==> src/rtl/multi_port_line_adapter_pkg.sv <==
`timescale 1ns/1ps
`default_nettype none
// ============================================================================
// Module      : multi_port_line_adapter_pkg
// Description : Shared types and geometry helpers for the multi-port line
//               adapter (FSM state encoding, beat count, line offset bits).
// Revision    : 1.0 - initial release
// ============================================================================
package multi_port_line_adapter_pkg;

  // Adapter controller states, 2-bit explicit encoding.
  typedef enum logic [1:0] {
    IDLE  = 2'd0,
    READ  = 2'd1,
    WRITE = 2'd2,
    DONE  = 2'd3
  } state_e;

  // Integer type used for the derived geometry localparams.
  typedef int unsigned geom_t;

  // Number of memory beats per cacheline.
  function automatic geom_t calc_beats(input geom_t line_width, input geom_t burst_width);
    return line_width / burst_width;
  endfunction

  // Number of byte-offset address bits covered by one cacheline.
  function automatic geom_t calc_offset_bits(input geom_t line_width);
    return $clog2(line_width / 8);
  endfunction

endpackage
`default_nettype wire

==> src/rtl/multi_port_line_adapter_rr_arbiter.sv <==
`timescale 1ns/1ps
`default_nettype none
// ============================================================================
// Module      : multi_port_line_adapter_rr_arbiter
// Description : Combinational round-robin arbiter. Grants the first
//               requesting port at or after ptr, modulo NUM_PORTS.
// Ports       : req         - per-port request vector
//               ptr         - index of the highest-priority port
//               grant_valid - at least one port is requesting
//               grant_oh    - one-hot grant
//               grant_idx   - binary index of the granted port
// Revision    : 1.0 - initial release
// ============================================================================
module multi_port_line_adapter_rr_arbiter #(
  parameter int NUM_PORTS = 2,
  parameter int PTR_W     = (NUM_PORTS > 1) ? $clog2(NUM_PORTS) : 1
) (
  input  logic [NUM_PORTS-1:0] req,
  input  logic [PTR_W-1:0]     ptr,
  output logic                 grant_valid,
  output logic [NUM_PORTS-1:0] grant_oh,
  output logic [PTR_W-1:0]     grant_idx
);

  logic [PTR_W-1:0] cand;

  // Walk the ports in circular order starting at ptr; first hit wins.
  always_comb begin
    grant_valid = 1'b0;
    grant_oh    = '0;
    grant_idx   = '0;
    cand        = '0;
    for (int k = 0; k < NUM_PORTS; k++) begin
      cand = PTR_W'((int'(ptr) + k) % NUM_PORTS);
      if (!grant_valid && req[cand]) begin
        grant_valid    = 1'b1;
        grant_oh[cand] = 1'b1;
        grant_idx      = cand;
      end
    end
  end

endmodule
`default_nettype wire

==> src/rtl/multi_port_line_adapter.sv <==
`timescale 1ns/1ps
`default_nettype none
// ============================================================================
// Module      : multi_port_line_adapter
// Description : Serves NUM_PORTS line-granular requesters over one burst
//               memory port. Round-robin arbitration; each granted line is
//               split into (write) or assembled from (read) BEATS beats.
// Ports       : clk, reset_n       - clock, async active-low reset
//               address_i/read_i/write_i/line_i - per-port line requests
//               line_o             - assembled read line (shared)
//               resp_o             - per-port one-cycle completion
//               address_o/read_o/write_o/burst_o - memory request side
//               burst_i/resp_i     - memory read beat and beat acknowledge
// Revision    : 1.0 - initial release
// ============================================================================
module multi_port_line_adapter
  import multi_port_line_adapter_pkg::*;
#(
  parameter int NUM_PORTS   = 2,
  parameter int LINE_WIDTH  = 256,
  parameter int BURST_WIDTH = 64,
  parameter int ADDR_WIDTH  = 32
) (
  input  logic                            clk,
  input  logic                            reset_n,
  input  logic [NUM_PORTS*ADDR_WIDTH-1:0] address_i,
  input  logic [NUM_PORTS-1:0]            read_i,
  input  logic [NUM_PORTS-1:0]            write_i,
  input  logic [NUM_PORTS*LINE_WIDTH-1:0] line_i,
  output logic [LINE_WIDTH-1:0]           line_o,
  output logic [NUM_PORTS-1:0]            resp_o,
  output logic [ADDR_WIDTH-1:0]           address_o,
  output logic                            read_o,
  output logic                            write_o,
  output logic [BURST_WIDTH-1:0]          burst_o,
  input  logic [BURST_WIDTH-1:0]          burst_i,
  input  logic                            resp_i
);

  localparam int BEATS       = int'(calc_beats(LINE_WIDTH, BURST_WIDTH));
  localparam int OFFSET_BITS = int'(calc_offset_bits(LINE_WIDTH));
  localparam int CNT_W       = $clog2(BEATS) + 1;
  localparam int PTR_W       = (NUM_PORTS > 1) ? $clog2(NUM_PORTS) : 1;

  localparam logic [CNT_W-1:0]      LAST_BEAT = CNT_W'(BEATS - 1);
  localparam logic [ADDR_WIDTH-1:0] ADDR_MASK = ~(ADDR_WIDTH'((1 << OFFSET_BITS) - 1));

  state_e                  state_q, state_d;
  logic [PTR_W-1:0]        rr_ptr_q, rr_ptr_d;
  logic [PTR_W-1:0]        gnt_idx_q, gnt_idx_d;
  logic [NUM_PORTS-1:0]    gnt_oh_q, gnt_oh_d;
  logic [ADDR_WIDTH-1:0]   addr_q, addr_d;
  logic [LINE_WIDTH-1:0]   wbuf_q, wbuf_d;
  logic [LINE_WIDTH-1:0]   line_q, line_d;
  logic [CNT_W-1:0]        cnt_q, cnt_d;

  logic [NUM_PORTS-1:0]    req;
  logic                    grant_valid;
  logic [NUM_PORTS-1:0]    grant_oh;
  logic [PTR_W-1:0]        grant_idx;
  logic [ADDR_WIDTH-1:0]   sel_addr;
  logic [LINE_WIDTH-1:0]   sel_line;
  logic                    sel_wr;

  assign req = read_i | write_i;

  multi_port_line_adapter_rr_arbiter #(
    .NUM_PORTS (NUM_PORTS),
    .PTR_W     (PTR_W)
  ) u_rr_arbiter (
    .req         (req),
    .ptr         (rr_ptr_q),
    .grant_valid (grant_valid),
    .grant_oh    (grant_oh),
    .grant_idx   (grant_idx)
  );

  // One-hot mux of the granted port's request. A port raising both read and
  // write is treated as a write.
  always_comb begin
    sel_addr = '0;
    sel_line = '0;
    sel_wr   = 1'b0;
    for (int p = 0; p < NUM_PORTS; p++) begin
      if (grant_oh[p]) begin
        sel_addr = address_i[p*ADDR_WIDTH +: ADDR_WIDTH];
        sel_line = line_i[p*LINE_WIDTH +: LINE_WIDTH];
        sel_wr   = write_i[p];
      end
    end
  end

  always_comb begin
    state_d   = state_q;
    rr_ptr_d  = rr_ptr_q;
    gnt_idx_d = gnt_idx_q;
    gnt_oh_d  = gnt_oh_q;
    addr_d    = addr_q;
    wbuf_d    = wbuf_q;
    line_d    = line_q;
    cnt_d     = cnt_q;
    case (state_q)
      IDLE: begin
        if (grant_valid) begin
          gnt_idx_d = grant_idx;
          gnt_oh_d  = grant_oh;
          addr_d    = sel_addr & ADDR_MASK;
          wbuf_d    = sel_line;
          cnt_d     = '0;
          state_d   = sel_wr ? WRITE : READ;
        end
      end
      READ: begin
        // Beats land directly in the output line register, so line_o only
        // changes once the next read's first beat arrives.
        if (resp_i) begin
          for (int b = 0; b < BEATS; b++) begin
            if (cnt_q == CNT_W'(b)) begin
              line_d[b*BURST_WIDTH +: BURST_WIDTH] = burst_i;
            end
          end
          cnt_d = cnt_q + 1'b1;
          if (cnt_q == LAST_BEAT) begin
            state_d = DONE;
          end
        end
      end
      WRITE: begin
        // Shift buffer: the current beat is always in the low slice.
        if (resp_i) begin
          wbuf_d = wbuf_q >> BURST_WIDTH;
          cnt_d  = cnt_q + 1'b1;
          if (cnt_q == LAST_BEAT) begin
            state_d = DONE;
          end
        end
      end
      DONE: begin
        rr_ptr_d = (gnt_idx_q == PTR_W'(NUM_PORTS - 1)) ? '0 : gnt_idx_q + 1'b1;
        state_d  = IDLE;
      end
      default: state_d = IDLE;
    endcase
  end

  always_ff @(posedge clk or negedge reset_n) begin
    if (!reset_n) begin
      state_q   <= IDLE;
      rr_ptr_q  <= '0;
      gnt_idx_q <= '0;
      gnt_oh_q  <= '0;
      addr_q    <= '0;
      wbuf_q    <= '0;
      line_q    <= '0;
      cnt_q     <= '0;
    end else begin
      state_q   <= state_d;
      rr_ptr_q  <= rr_ptr_d;
      gnt_idx_q <= gnt_idx_d;
      gnt_oh_q  <= gnt_oh_d;
      addr_q    <= addr_d;
      wbuf_q    <= wbuf_d;
      line_q    <= line_d;
      cnt_q     <= cnt_d;
    end
  end

  // Memory strobes decode straight from the state register so a reset drops
  // them without waiting for a clock edge.
  assign read_o    = (state_q == READ);
  assign write_o   = (state_q == WRITE);
  assign resp_o    = (state_q == DONE) ? gnt_oh_q : '0;
  assign address_o = addr_q;
  assign burst_o   = (state_q == WRITE) ? wbuf_q[BURST_WIDTH-1:0] : '0;
  assign line_o    = line_q;

`ifndef SYNTHESIS
  always_ff @(posedge clk) begin
    if (reset_n) begin
      a_no_read_and_write: assert (!(|(read_i & write_i)));
      a_no_stray_resp: assert (!(resp_i && ((state_q == IDLE) || (state_q == DONE))));
    end
  end
`endif

endmodule
`default_nettype wire

==> config.mk <==
export PLATFORM = sky130hd
export DESIGN_NAME = multi_port_line_adapter
export DESIGN_NICKNAME = d
export VERILOG_FILES = /design/src/rtl/multi_port_line_adapter_pkg.sv /design/src/rtl/multi_port_line_adapter_rr_arbiter.sv /design/src/rtl/multi_port_line_adapter.sv
export SDC_FILE = /design/constraint.sdc
export NUM_CORES = 1
export LEC_CHECK = 0
export CORE_AREA = 2 2 392 394
export CTS_CLUSTER_SIZE = 25
export DETAILED_ROUTE_END_ITERATION = 12
export DIE_AREA = 0 0 394 396
export PLACE_DENSITY = 0.45
export SYNTH_ARGS = -nofsm -noshare
export SYNTH_HDL_FRONTEND = slang
export SYNTH_SLANG_ARGS = --single-unit
==> constraint.sdc <==
create_clock -name clk -period 2 [get_ports clk]
set_input_delay 0.4 -clock clk [delete_from_list [all_inputs] [get_ports clk]]
set_output_delay 0.4 -clock clk [all_outputs]
set_load 0.02 [all_outputs]
* Yosys cells after proc, flatten, opt, wreduce, memory -nomap -nowiden *
Index checks and enable logic that the tools add are counted.

word-level totals
  bits in registers = 548
  logic and storage cells = 81

cells by class
  bitwise operators = 2
  add/sub/neg operators = 3
  mux-type cells = 34
  magnitude comparators = 4
  equality and inequality tests = 10
  reduce and logical (&&, ||, !) cells = 17

operators with widths
  kind                   count
  $mux W256              4
  $pmux W256 S2          1
  $mux W32               2
  $mux W64               1
  $reduce_and A3 Y1      7
  $mux W2                7
  $mux W1                13
  $eq A3 B2 Y1 const B   2
  $mux W3                2
  $ne A2 B1 Y1 const B   3
  $pmux W2 S3            1
  $pmux W3 S2            1
  $eq A2 B2 Y1 const B   2
  $lt A1 B2 Y1 const B   2
  $or A2 B2 Y2           2
  $reduce_bool A2 Y1     2
  $add A3 B1 Y3 const B  1
  $eq A3 B1 Y1 const B   1
  $logic_and A1 B1 Y1    3
  $logic_not A3 Y1       1
  $add A1 B1 Y1 const B  2
  $demux W1 S1           2
  $eq A2 B1 Y1 const B   1
  $ge A1 B1 Y1 const B   2
  5 further kinds        5

* Longest topological paths before layout *
Gate-level depths: netlist (run 1).

  word-level depth = 12
  mapped depth = 9

* Modules after synthesis *
Synthesis (run 1) repeated with hierarchy kept, for this count alone.

second synthesis, totals
  cell total of the unflattened synthesis = 2635
  area total of the unflattened synthesis = 28788.9 µm²

by module, submodules not included
  module                              area each (µm²)  cells each  times used
  multi_port_line_adapter             28756.3          2630        1
  multi_port_line_adapter_rr_arbiter  32.5             5           1

* Least setup slack after synthesis (run 1) *
Ideal clock, no wire load.

  path kind = register to output
  start point = reg state_q[0]
  end point = out burst_o[0]
  stages on the path, launching flop included = 7
  path buffers = 3
  slack = -207 ps
  arrival time = 1807 ps
  cell sequence = dfrtp_1 -> inv_1 -> ha_1 -> clkbuf_1 -> clkbuf_1 -> clkbuf_1 -> and2_1

between the ends
  cells in the longest elaborated chain, start to end = 2

RTL lines
  what                    line                            RTL
  start, declared         multi_port_line_adapter.sv:48   state_e state_q, state_d;
  start signal, assigned  multi_port_line_adapter.sv:157  state_q <= state_d;
  $eq A2 B2 Y1            n/a
  named net write_o       multi_port_line_adapter.sv:34   output logic write_o,
  $mux W64                multi_port_line_adapter.sv:174  assign burst_o = (state_q == WRITE) ? wbuf_q[BURST_WIDTH-1:0] : '0;
  end, declared           multi_port_line_adapter.sv:35   output logic [BURST_WIDTH-1:0] burst_o,

The timed path passes the listed nets, and every way through them passes these cells.

* Worst setup path after layout (run 1) *
  start point = reg state_q[0]
  end point = out burst_o[10]

between the ends
  cells in the longest elaborated chain, start to end = 2

RTL lines
  what          line
  $eq A2 B2 Y1  multi_port_line_adapter.sv:174
  $mux W64      multi_port_line_adapter.sv:174

Every way passes these cells.

==> impl_results.md, run 1 <==
* Period utilization at 122%
* Synth area leaders: dfrtp_1, mux2_2, a221oi_1
* Final Worst Setup Slack at -0.440 ns
* CP Buf/Inv Count at 6
* Top-count cell post-synth: dfrtp_1
* Via density at just over 4
* Max-slew violation count at 0
* Critical path arrival at between 2 and 2.5 ns
* Critical setup path kind: register to primary output
* Core ar. at 152000 um2
* Fraction of layout cells with a size suffix above 1 at a little over a quarter
* Non-Filler Instances at around 5500
* CTS sink cnt at around 550
* Core Rows at 143
* Drt first pass iters at 5
* Num CTS Buffers at 72
* Clock network fraction of design power at approximately 18%
* Vias in the first global route at 23606
* Outcome: complete, but fails checks
* Hold Path Class: primary input to async pin
* Routed Antenna Nets at 0
* Mean Syn Cell Area at 11.3 um2
* Failing checks: setup timing
* # placed instances at about 5300
* CTS H-tree lvls at 3
* Worst r2r src: state_q[1]$_DFFE_PN0P_
* CP Launch Type: register
* Global route overflow at 0
* Final setup fails at 296
* Maximum vdd ir drop at between 0.5 and 0.6 mV
* CTS tree: yes
* Comb power frac at a little under three fifths
* Largest net degree at the start of global routing at 74
* Max Cap Violations at 0
* Worst-Margin Slew at roughly 0.6 ns
* GRT Total Usage at 15.4%
* Pre-CTS setup slack at -0.656 ns
* Power Dens Cells at ~1700 nW/um2
* Wire length of the first global-routing pass at 175000 um
* Tmin final at about 2.4 ns
* Avg WL per Cell at ~23 um
* Syn Std Cell Area at approximately 25000 um2
* Post-synth top area share at roughly 55%
* Clk_lat worst skew at around 0.68 ns
* Most frequent CP cell: buf_6
* Sw frac at 39.1%
* RSZ-0062 raised after global routing: true
* FF+latch count, synth at between 500 and 600
* R2R Path End: wbuf_q[31]$_DFFE_PN0P_
* Post-DP HPWL at approximately 94000 um
* Netlist cell types at 32
* Post-synthesis sequential area ratio at between 50% and 60%
* Die width at between 300 and 400 um
* CP Capture Type: primary output
* Post-synth EDFFs at 0
* Synthesis-to-layout area growth at 78.2%
* CP max stage cell: dfrtp_1
* Cell count after synthesis at 2203
* Die H at between 300 and 400 um
* Initial antenna violation count at 4
* Num ports at 1003
* Commonest cells post-synth: dfrtp_1, nand2_1, mux2_2
* Post-DP Area at between 30000 and 40000 um2
* Port bufs at between 900 and 1000
* Iteration-0 DRC Markers at between 1000 and 1500
* Clock buffer depth at 3
* Seq pwr share at between 20% and 30%
* Cell area after layout at between 40000 and 50000 um2
* Root buf cell: clkbuf_16
* Fin. Hold Viols at 0
* Int Power at approximately 0.045 W
* R2R cell count at 12
* Worst-path cell chain: inv_2 > ha_4 > buf_12 > buf_6 > buf_6 > buf_6 > and2_4 > buf_6
* Synth async-reset ratio at between 90% and 100%
* FF-to-FF setup slack at -0.23 ns
* Clk pin slew, worst setup/hold paths at 0.06 ns
* Clock Skew at roughly 0.053 ns
* CP Max Fanout at 6
* Rel. slew slack at between 50% and 60%
* Fillers at about 16000
* Worst path max stage delay at 0.38 ns
* Leak at around 22 nW
* Synth warn at 0
* Nets at 4099
* Setup crit start: state_q[0]$_DFFE_PN0P_
* Yosys top cell by area: dfrtp_1
* Top delay family on crit path: buffers and inverters
* Via count at between 20000 and 25000
* Gpl congestion at roughly 0.87
* P_sw at roughly 0.029 W
* Worst Path Required at ~1.6 ns
* Main synth FF type: dfrtp_1
* DRC at 0
* Hold Slack at between 0.2 and 0.3 ns
* Die area at approximately 160000 um2
* Highest clock rate at 410 MHz
* Routed wire length at around 130000 um
* Initial Util at between 10% and 20%
## flip-flops by register name, summed over array words and instances (netlist names)
name	cells
address_o	27
cnt_q	3
gnt_idx_q	1
gnt_oh_q	2
line_o	256
rr_ptr_q	1
state_q	2
wbuf_q	256
## cell usage in the layout, fill, tap and decap left out, types with 9 or more instances in the layout
cell,synthesis,layout
clkinv_2,0,13
nand2_1,317,314
a221oi_2,0,10
buf_16,0,14
a31oi_1,27,27
o21ai_1,25,26
dlymetal6s2s_1,0,243
clkdlybuf4s50_1,0,635
clkbuf_8,0,9
dfrtp_1,548,548
and2_4,0,51
nor2b_1,194,193
buf_12,0,62
o21ai_0,43,42
clkbuf_1,123,18
bufbuf_16,0,14
dlygate4sd2_1,0,34
buf_8,0,10
o31ai_1,192,190
buf_4,6,272
clkbuf_16,0,79
buf_6,0,71
a22oi_1,65,65
nor2_1,32,31
and2_2,0,12
a221oi_1,192,182
mux2_2,259,258
## layer usage
layer	vias up	part of all wire [%]	global-route usage [%]
met1	11446	42	19.0
met5	-	0.010	0
met2	702	51	27.2
met4	2	2.3	3.82
met3	134	4.6	3.07
li1	10576	-	-
## power groups by stage
stage	Combinational, W	Clock [W]	Sequential [W]
CTS	0.0413	0.0139	0.0191
global placement	0.0358	0	0.0191
global route	0.0437	0.0143	0.0196
floorplan	0.0146	0	0.0216
finish	0.0407	0.0134	0.0190
detailed placement	0.0360	0	0.0192
## layout make-up
type,count,area (um2),area share [%]
antenna,3,7.51,0.0169
clock buffer,100,2020,4.55
clock inverter,29,439,0.991
inverter,7,28.8,0.0649
multi-input combinational,1447,10600,23.9
sequential,548,13700,30.9
tap,2030,2540,5.73
timing repair buffer,1367,15000,33.8
## kinds of logic after synthesis
group	after synthesis	share of synthesized area (%)
compound gates	559	17.0
fa+ha+maj	9	0.453
buf+inv	212	3.66
flops	548	55.2
mux	260	11.8
other cells	1	0.0151
simple gates	614	11.9
## stage by stage
stage,power (W),utilization [%],TNS (ns)
6_report,0.0731,29.2,-45.87
5_1_grt,0.0777,29.2,-108.59
4_1_cts,0.0742,28.7,-163.66
3_5_place_dp,0.0553,26.0,-171.28
3_3_place_gp,0.0549,26.0,-168.87
2_1_floorplan,0.0361,-,0
## how the worst max path moves through the flow
stage	to	cells past startpoint
after floorplan	burst_o[47]	6
after global placement	wbuf_q[177]$_DFFE_PN0P_	8
after detailed placement	wbuf_q[177]$_DFFE_PN0P_	8
after CTS	burst_o[56]	7
after global routing	write_o	6
final	burst_o[10]	8
## repair_timing
| item | CTS | global route |
|---|---|---|
| pin swaps | 2 | 3 |
| setup endpoints to repair | 611 | 645 |
| hold endpoints to repair | 30 | 0 |
| hold buffers | 1 | 0 |
| setup buffers | 43 | 18 |
| gates cloned | 26 | 7 |
| resized for setup | 421 | 289 |
Power figures use the tool's default switching activity.
==> inputs of run 2 (changes only) <==
--- a/config.mk
+++ b/config.mk
@@ -13,3 +13,4 @@
 export SYNTH_ARGS = -nofsm -noshare
 export SYNTH_HDL_FRONTEND = slang
 export SYNTH_SLANG_ARGS = --single-unit
+export TNS_END_PERCENT = 30
==> impl_results.md, run 2 (synthesized netlist as in run 1, its figures left out) <==
* Outcome: complete, but fails checks
* Failing checks: setup timing
* Most frequent cells in the layout: clkdlybuf4s50_1, dfrtp_1, nand2_1
* Initial Util at roughly 16%
* R2R Path End: wbuf_q[31]$_DFFE_PN0P_
* Worst Path Required at between 1.5 and 2 ns
* Comb power frac at a little under three fifths
* Core ar. at approximately 150000 um2
* Tmin final at 2.44 ns
* GRT busiest layer: met2
* Post-DP HPWL at 94400 um
* Clock Skew at 0.0526 ns
* Die H at around 400 um
* Met2 Use GR at 27.2%
* CP Buf/Inv Count at 6
* Period utilization at 122%
* Fin. Hold Viols at 0
* CTS H-tree lvls at 3
* Maximum vdd ir drop at 0.633 mV
* Fraction of layout cells with a size suffix above 1 at roughly a quarter
* Met1 GRT Util at between 10% and 20%
* CP Capture Type: primary output
* Num CTS Buffers at 72
* Routed wire length at between 100000 and 150000 um
* Routed Antenna Nets at 0
* Synthesis-to-layout area growth at 75.6%
* Final Worst Setup Slack at -0.437 ns
* Leak at 18.6 nW
* CP max stage cell: dfrtp_1
* Sw frac at 38.9%
* Num ports at between 1000 and 1500
* Highest clock rate at about 410 MHz
* Top delay family on crit path: buffers and inverters
* Setup tns final at -54.06 ns
* Initial antenna violation count at 4
* Hold Slack at between 0.2 and 0.3 ns
* CP Max Fanout at 6
* Via density at 4.13
* Hold Path Class: primary input to async pin
* Total Power at around 0.074 W
* Worst-Margin Slew at ~0.57 ns
* Gpl congestion at 0.868
* Rel. slew slack at roughly three fifths
* Die area at between 150000 and 200000 um2
* Largest net degree at the start of global routing at 74
* Worst-path cell chain: inv_2 > ha_4 > buf_12 > buf_6 > buf_6 > buf_6 > and2_4 > buf_6
* Clk_lat worst skew at slightly below 0.7 ns
* GRT Total Usage at 15.4%
* Root buf cell: clkbuf_16
* Clock network fraction of design power at between 10% and 20%
* CTS tree: yes
* Final setup fails at 544
* Nets at 4098
* CP Launch Type: register
* Critical path arrival at 2.04 ns
* Via count at approximately 23000
* Vias in the first global route at ~24000
* Wire length of the first global-routing pass at about 180000 um
* Power Dens Cells at 1680 nW/um2
* Core Rows at 143
* Drt first pass iters at 5
* Max-slew violation count at 0
* FF-to-FF setup slack at -0.21 ns
* CP Depth at 8
* Worst r2r src: state_q[1]$_DFFE_PN0P_
* Int Power at 0.0449 W
* Clk pin slew, worst setup/hold paths at ~0.060 ns
* Max Cap Violations at 0
* Global route overflow at 0
* P_sw at approximately 0.029 W
* DRC at 0
* Iteration-0 DRC Markers at ~1300
* R2R cell count at 12
* Die width at ~390 um
* Met3 Use GR at approximately 3.1%
* Critical setup path kind: register to primary output
* Seq pwr share at 25.9%
* Port bufs at about 990
* Pre-CTS setup slack at -0.656 ns
* Avg WL per Cell at about 23 um
* Clock buffer depth at 3
* CTS sink cnt at 548
* RSZ-0062 raised after global routing: true
* Most common cell after layout, fill and taps aside: clkdlybuf4s50_1
* Most frequent CP cell: buf_6
* Core occupancy in the finished layout at 28.8%
* Worst path max stage delay at roughly 0.38 ns
==> run 2: changes by cell type in the layout (fill, tap and decap cells not counted), sizes merged <==
cell           before  now
buf               429  428
clkdlybuf4s15       5    4
clkdlybuf4s50     635  878
diode               3    1
dlygate4sd2        34   35
dlymetal6s2s      243    0
==> run 2: power by group through the flow <==
stage	Sequential [W]	Combinational [W]	Clock [W]
2_1_floorplan	0.0216	0.0146	0
3_3_place_gp	0.0191	0.0358	0
3_5_place_dp	0.0192	0.0360	0
4_1_cts	0.0191	0.0413	0.0139
5_1_grt	0.0197	0.0440	0.0143
6_report	0.0190	0.0410	0.0134
==> run 2: per-stage QoR <==
step,instances,instance area (um2)
after detailed placement,5317,39400
after floorplan,2207,25000
final,5528,43700
after CTS,5512,43500
after global placement,5317,39400
after global routing,5528,43700
==> run 2: worst reg2reg max path, cell delays in order (launching register included) <==
cell	delay, ns
dfrtp_1	0.40
buf_4	0.14
buf_6	0.12
inv_4	0.06
ha_1	0.20
mux2_4	0.18
o21ai_4	0.06
buf_12	0.14
buf_12	0.15
buf_8	0.16
buf_4	0.14
buf_12	0.13
o31ai_1	0.25
==> run 2: routing by layer <==
metal	wire, um	vias up
li1	-	10562
met1	53200	11398
met2	63700	721
met3	5910	123
met4	2590	2
met5	13	-
==> run 2: worst max-delay path by stage <==
stage	startpoint	end	slack, ns
finish	state_q[0]$_DFFE_PN0P_	burst_o[10]	-0.44
global route	state_q[0]$_DFFE_PN0P_	write_o	-0.58
CTS	state_q[1]$_DFFE_PN0P_	burst_o[56]	-0.58
detailed placement	write_i[1]	wbuf_q[177]$_DFFE_PN0P_	-0.66
global placement	write_i[0]	wbuf_q[177]$_DFFE_PN0P_	-0.68
floorplan	state_q[0]$_DFFE_PN0P_	burst_o[47]	0.02
==> run 2: repair_timing <==
| item | 4_1_cts | 5_1_grt |
|---|---|---|
| endpoints found under the hold margin | 30 | 0 |
| pin swaps | 2 | 2 |
| setup buffers | 43 | 17 |
| gates resized for setup | 421 | 38 |
| endpoints found under the setup margin | 611 | 645 |
| gates cloned | 26 | 7 |
| hold buffers | 1 | 0 |
==> run 2: cell type report <==
| type | instances | area, um2 |
|---|---|---|
| clock inverter | 29 | 439 |
| antenna | 1 | 2.50 |
| clock buffer | 100 | 2020 |
| timing repair buffer | 1366 | 14300 |
| multi-input combinational | 1447 | 10600 |
| tap | 2030 | 2540 |
| inverter | 7 | 28.8 |
| fill | 15926 | 108000 |
| sequential | 548 | 13700 |
